<file path="config.mk">
export PLATFORM = sky130hd
export DESIGN_NAME = uart_tx
export DESIGN_NICKNAME = d
export VERILOG_FILES = /design/src/rtl/uart_tx.sv
export SDC_FILE = /design/constraint.sdc
export NUM_CORES = 1
export LEC_CHECK = 0
export ABC_AREA = 1
export CORE_MARGIN = 2
export CORE_UTILIZATION = 40
export CTS_CLUSTER_DIAMETER = 60
export CTS_CLUSTER_SIZE = 28
export DETAILED_ROUTE_END_ITERATION = 10
export HOLD_SLACK_MARGIN = 0.06
export PLACE_DENSITY = 0.66
export SYNTH_ARGS = -nofsm -noshare
export SYNTH_HDL_FRONTEND = slang
export SYNTH_SLANG_ARGS = --single-unit
</file>
<file path="constraint.sdc">
create_clock -name clock_x8 -period 2.05 [get_ports clock_x8]
set_input_delay 0.205 -clock clock_x8 [delete_from_list [all_inputs] [get_ports clock_x8]]
set_output_delay 0.205 -clock clock_x8 [all_outputs]
set_load 0.005 [all_outputs]
</file>
<file path="src/rtl/uart_tx.sv">
// Double-buffered UART transmitter on an 8x bit-rate clock: programmable data
// width (1..16) and optional even/odd parity.
//
// state  | meaning
// IDLE   | line high, waiting for the holding register to fill
// START  | start bit (low)
// DATA   | data bits, LSB first
// PARITY | parity bit, computed when the word was loaded
// STOP   | stop bit (high); done pulses on its last cycle
module uart_tx (
    input  logic        clock_x8,
    input  logic        reset,
    input  logic [1:0]  parity,
    input  logic [3:0]  width,
    input  logic        wr,
    input  logic [15:0] bits,
    output logic        out,
    output logic        ready,
    output logic        busy,
    output logic        done
);

    typedef enum logic [2:0] {
        S_IDLE,
        S_START,
        S_DATA,
        S_PARITY,
        S_STOP
    } state_t;

    state_t      r_state;
    logic [2:0]  r_step;
    logic [15:0] r_hold;
    logic [15:0] r_shift;
    logic [3:0]  r_last;
    logic [3:0]  r_bitcnt;
    logic        r_par_en;
    logic        r_par_bit;
    logic        r_out;
    logic        r_ready;
    logic        r_busy;
    logic        r_done;

    logic        w_accept;
    logic        w_load;
    logic [15:0] w_src;
    logic [15:0] w_mask;
    logic        w_par;

    assign w_accept = wr && r_ready;
    // A write landing on the final stop edge goes straight into the shifter
    // so the next start bit follows without an idle cycle.
    assign w_load   = ((r_state == S_IDLE) && !r_ready) ||
                      ((r_state == S_STOP) && (r_step == 3'd0) && (!r_ready || wr));
    assign w_src    = r_ready ? bits : r_hold;
    assign w_mask   = (width == 4'd0) ? 16'hFFFF : ~(16'hFFFF << width);
    assign w_par    = (^(w_src & w_mask)) ^ parity[0];

    always_ff @(posedge clock_x8 or negedge reset) begin
        if (!reset) begin
            r_state   <= S_IDLE;
            r_step    <= 3'd0;
            r_hold    <= 16'h0000;
            r_shift   <= 16'h0000;
            r_last    <= 4'd0;
            r_bitcnt  <= 4'd0;
            r_par_en  <= 1'b0;
            r_par_bit <= 1'b0;
            r_out     <= 1'b1;
            r_ready   <= 1'b1;
            r_busy    <= 1'b0;
            r_done    <= 1'b0;
        end else begin
            r_done <= 1'b0;
            if (w_accept && !w_load) begin
                r_hold  <= bits;
                r_ready <= 1'b0;
            end
            if (w_load) begin
                r_shift   <= w_src;
                r_last    <= width - 4'd1;
                r_par_en  <= parity[1];
                r_par_bit <= w_par;
                r_state   <= S_START;
                r_step    <= 3'd7;
                r_out     <= 1'b0;
                r_busy    <= 1'b1;
                r_ready   <= 1'b1;
            end else begin
                case (r_state)
                    S_IDLE: begin
                    end
                    S_START: begin
                        if (r_step == 3'd0) begin
                            r_state  <= S_DATA;
                            r_step   <= 3'd7;
                            r_out    <= r_shift[0];
                            r_bitcnt <= 4'd0;
                        end else begin
                            r_step <= r_step - 3'd1;
                        end
                    end
                    S_DATA: begin
                        if (r_step == 3'd0) begin
                            r_step <= 3'd7;
                            if (r_bitcnt == r_last) begin
                                if (r_par_en) begin
                                    r_state <= S_PARITY;
                                    r_out   <= r_par_bit;
                                end else begin
                                    r_state <= S_STOP;
                                    r_out   <= 1'b1;
                                end
                            end else begin
                                r_shift  <= {1'b0, r_shift[15:1]};
                                r_out    <= r_shift[1];
                                r_bitcnt <= r_bitcnt + 4'd1;
                            end
                        end else begin
                            r_step <= r_step - 3'd1;
                        end
                    end
                    S_PARITY: begin
                        if (r_step == 3'd0) begin
                            r_state <= S_STOP;
                            r_step  <= 3'd7;
                            r_out   <= 1'b1;
                        end else begin
                            r_step <= r_step - 3'd1;
                        end
                    end
                    S_STOP: begin
                        if (r_step == 3'd0) begin
                            r_state <= S_IDLE;
                            r_busy  <= 1'b0;
                            r_out   <= 1'b1;
                        end else begin
                            r_step <= r_step - 3'd1;
                            if (r_step == 3'd1)
                                r_done <= 1'b1;
                        end
                    end
                    default: begin
                        r_state <= S_IDLE;
                    end
                endcase
            end
        end
    end

    assign out   = r_out;
    assign ready = r_ready;
    assign busy  = r_busy;
    assign done  = r_done;

endmodule

</file>
==> impl_metrics.yaml <==
timing:
  worst_pin_slew_ns: 0.319
  report.final.slew_viol_count: 0
  fin_crit_sh_pct: 98.7
  setup_slack_ns: 0.0264
  timing.fmax_mhz: 494
  timing_hold_violations_final: 0
  timing.final.crit_period_ns: 2.02
  setup_violations: 0
  fin_skew_ns: 0.00953
  maxSlewHeadroom_pct: 78.5
  grt_setup_unrepaired: "yes"
  tns_ns: 0
drt:
  num_vias: 3111
  wl_per_cell_um: 12.5
  drc: 0
  drtPass1Iterations: 4
  drtAntennaViolNets: 0
  vias_per_cell: 4.95
  totalWireLength_um: 7850
  drt_iter0_drc: 119
finish:
  area_growth_pct: 32.1
  drive_gt1_share_pct: 20.7
  fillCellCount: 747
  stdcell_count: 629
  multiInputGateArea_um2: 1820
  final_area_um2: 4270
  ff_latch_area_um2: 1300
  finalNetCount: 558
  n_antenna_cell: 0
logic_synthesis:
  syn_area_um2: 3230
  synth.largest_area_cell: "dfrtp_1"
  yosys-top-cells-area: "dfrtp_1 (39%), nand2_1 (20%), inv_1 (6.2%)"
  synth_compound_area_share_pct: 12.5
  synthAdderAreaFrac_pct: 2.71
  yosysSeqAreaShare_pct: 40.3
  postSynthAreaPerCell_um2: 6.95
  synth_top_family_by_area: "simple AND/OR/NAND/NOR gates"
  synth_mux_area_share_pct: 2.40
  synthXorXnorAreaFrac_pct: 2.17
  synth_fp_nets: 497
  syn_inst: 465
  ys_types: 35
  synth_simple_gate_area_share_pct: 31.0
  ys_warn_count: 0
  synth_top_area_share_pct: 38.7
  ys_ff_latch: 52
placement:
  dp_hpwl_um: 5580
  io_buffer_count: 28
  placed_cell_area_um2: 3800
  place_ws_ns: -0.198
  gp_congestion: 0.826
  dp_cells: 608
outcome:
  status: "complete, no violations"
setup_path:
  startpoint: "ready$_DFFE_PN1P_"
  critPathLaunchType: "register"
  crit_required_ns: 2.25
  critical_path_class: "register to register"
  arrival_ns: 2.22
  reg2reg_from: "ready$_DFFE_PN1P_"
  cp_max_fo: 5
  cp-end-kind: "register"
  r2r_cells: 17
clock_network:
  path_clk_slew_ns: 0.10
  cts.root.buffer_cell: "clkbuf_8"
  cts.path.max_buffers: 2
  numCtsBuffers: 5
  clock_latency_ns: 0.30
  htree_levels: 2
  cts_sinks: 52
  cts_tree: "done"
grt:
  grt_usage_pct: 17.8
  overflow: 0
  antenna_found_initial: 0
  grt_pass1_vias: 2773
  grt_pass1_wl_um: 12600
  grt_max_degree: 53
die:
  dieArea_um2: 8810
  die_y_um: 93.9
  initial_core_util_pct: 41.6
  die_x_um: 93.9
  io_pins: 29
  rows: 32
  core_um2: 7770
power_and_ir_drop:
  powerDensity_nw_per_um2: 656
  vdd_ir_drop_max_mv: 0.405
  leakage_nw: 2.16
flow_run:
  drv_cap: 0
hold_path:
  min_path_type: "input pin to asynchronous set/reset pin"
## cells in the final DEF (no fill, tap or decap), types with 3 or more instances in the layout
cell type and n:
nand2_1 152, buf_12 5, inv_2 6, clkbuf_8 5
o21ai_4 4, buf_6 3, clkdlybuf4s50_1 27, nand2_4 4
nor2_1 27, inv_1 49, buf_4 29, nand2_2 21
xor2_1 6, o21ai_1 5, nor2_2 3, o21ai_0 31
ha_1 5, a31oi_1 6, nand3_2 6, dfrtp_1 50
mux2_2 6, nand3_1 29, a21oi_1 13
## cell usage after synthesis, drive strengths merged
cell     count
a211oi       1
clkbuf       1
a221oi       1
o211ai       1
o31ai        2
nand3b       1
nor2        31
nand2      177
o21ai       42
dfrtp       50
buf         13
o2111ai      1
a21oi       15
o311ai       1
mux2i        1
inv         56
dfstp        2
a32o         1
xnor2        2
o22ai        1
or2          2
nand3       35
mux2         6
ha           7
nor3         2
a311oi       1
xor2         6
a31oi        6
## worst paths after layout
path | end | slack (ns)
hold reg to reg | r_hold[7]$_DFFE_PN0P_ | 0.49
setup / recovery | r_par_bit$_DFFE_PN0P_ | 0.03
hold / removal | r_step[2]$_DFFE_PN0P_ | 0.42
max in group asynchronous | ready$_DFFE_PN1P_ | 1.34
min in group clock_x8 | r_hold[12]$_DFFE_PN0P_ | 0.48
setup reg to reg | r_par_bit$_DFFE_PN0P_ | 0.03
## final cells by class
cell class                      instances  area share (%)
Tap cell                              102            2.99
Multi-Input combinational cell        343            42.7
Clock buffer                            6            1.70
Sequential cell                        52            30.5
Inverter                               56            5.04
Clock inverter                          2           0.909
Timing Repair Buffer                   68            16.1
## logic make-up after synthesis
| family | after synthesis |
|---|---|
| simple gates | 248 |
| xor+xnor | 8 |
| compound gates | 73 |
| buf+inv | 70 |
| flops | 52 |
| mux | 7 |
| fa+ha+maj | 7 |
## flip-flops by register name, summed over array words and instances (netlist names)
name       count
r_par_bit      1
r_state        3
r_par_en       1
r_bitcnt       4
r_last         4
out            1
ready          1
busy           1
r_shift       16
r_hold        16
done           1
r_step         3
## power by group
part / internal (W) / leakage [nW] / switching [W] / total [W]
combinational: 0.000372 / 1.49 / 0.000497 / 0.000869
clock: 0.000370 / 0.0558 / 0.000353 / 0.000723
sequential: 0.00115 / 0.615 / 0.0000583 / 0.00121
## routing by layer
layer | wire, um | track usage (%) | part of all wire (%)
met1 | 3570 | 23.1 | 45
met2 | 3890 | 31.6 | 49
met3 | 310 | 2.73 | 3.9
met4 | 91 | 3.26 | 1.2
met5 | 0 | 0 | 0
## worst max-delay path, stage by stage (launching register included)
cell and delay (ns):
dfstp_2 0.62, buf_12 0.14, clkbuf_16 0.14, nand2_1 0.09, o21ai_4 0.11, nand2_1 0.08
nand2_1 0.06, nand2_1 0.04, nand2_1 0.07, nand2_2 0.06, inv_1 0.05, nand2_1 0.04
nand2_1 0.08, inv_1 0.05, nand2_2 0.07, nand3_1 0.08, nand3_1 0.08, nand2_1 0.05
## stage by stage
| stage | power, W | hold WS (ns) | util (%) |
|---|---|---|---|
| after floorplan | 0.00172 | -0.0906 | - |
| after global placement | 0.00196 | 0.223 | 48.9 |
| after detailed placement | 0.00198 | 0.222 | 48.9 |
| after CTS | 0.00270 | 0.436 | 50.5 |
| after global routing | 0.00300 | 0.421 | 55.0 |
| final | 0.00280 | 0.423 | 55.0 |
## what timing repair did
item                       CTS  global route
setup buffers                0             9
hold endpoints to repair    50             0
gates resized for setup      0            60
hold buffers                 1             0
setup endpoints to repair    0            35
Note: power is estimated with default switching activity, not from simulation.
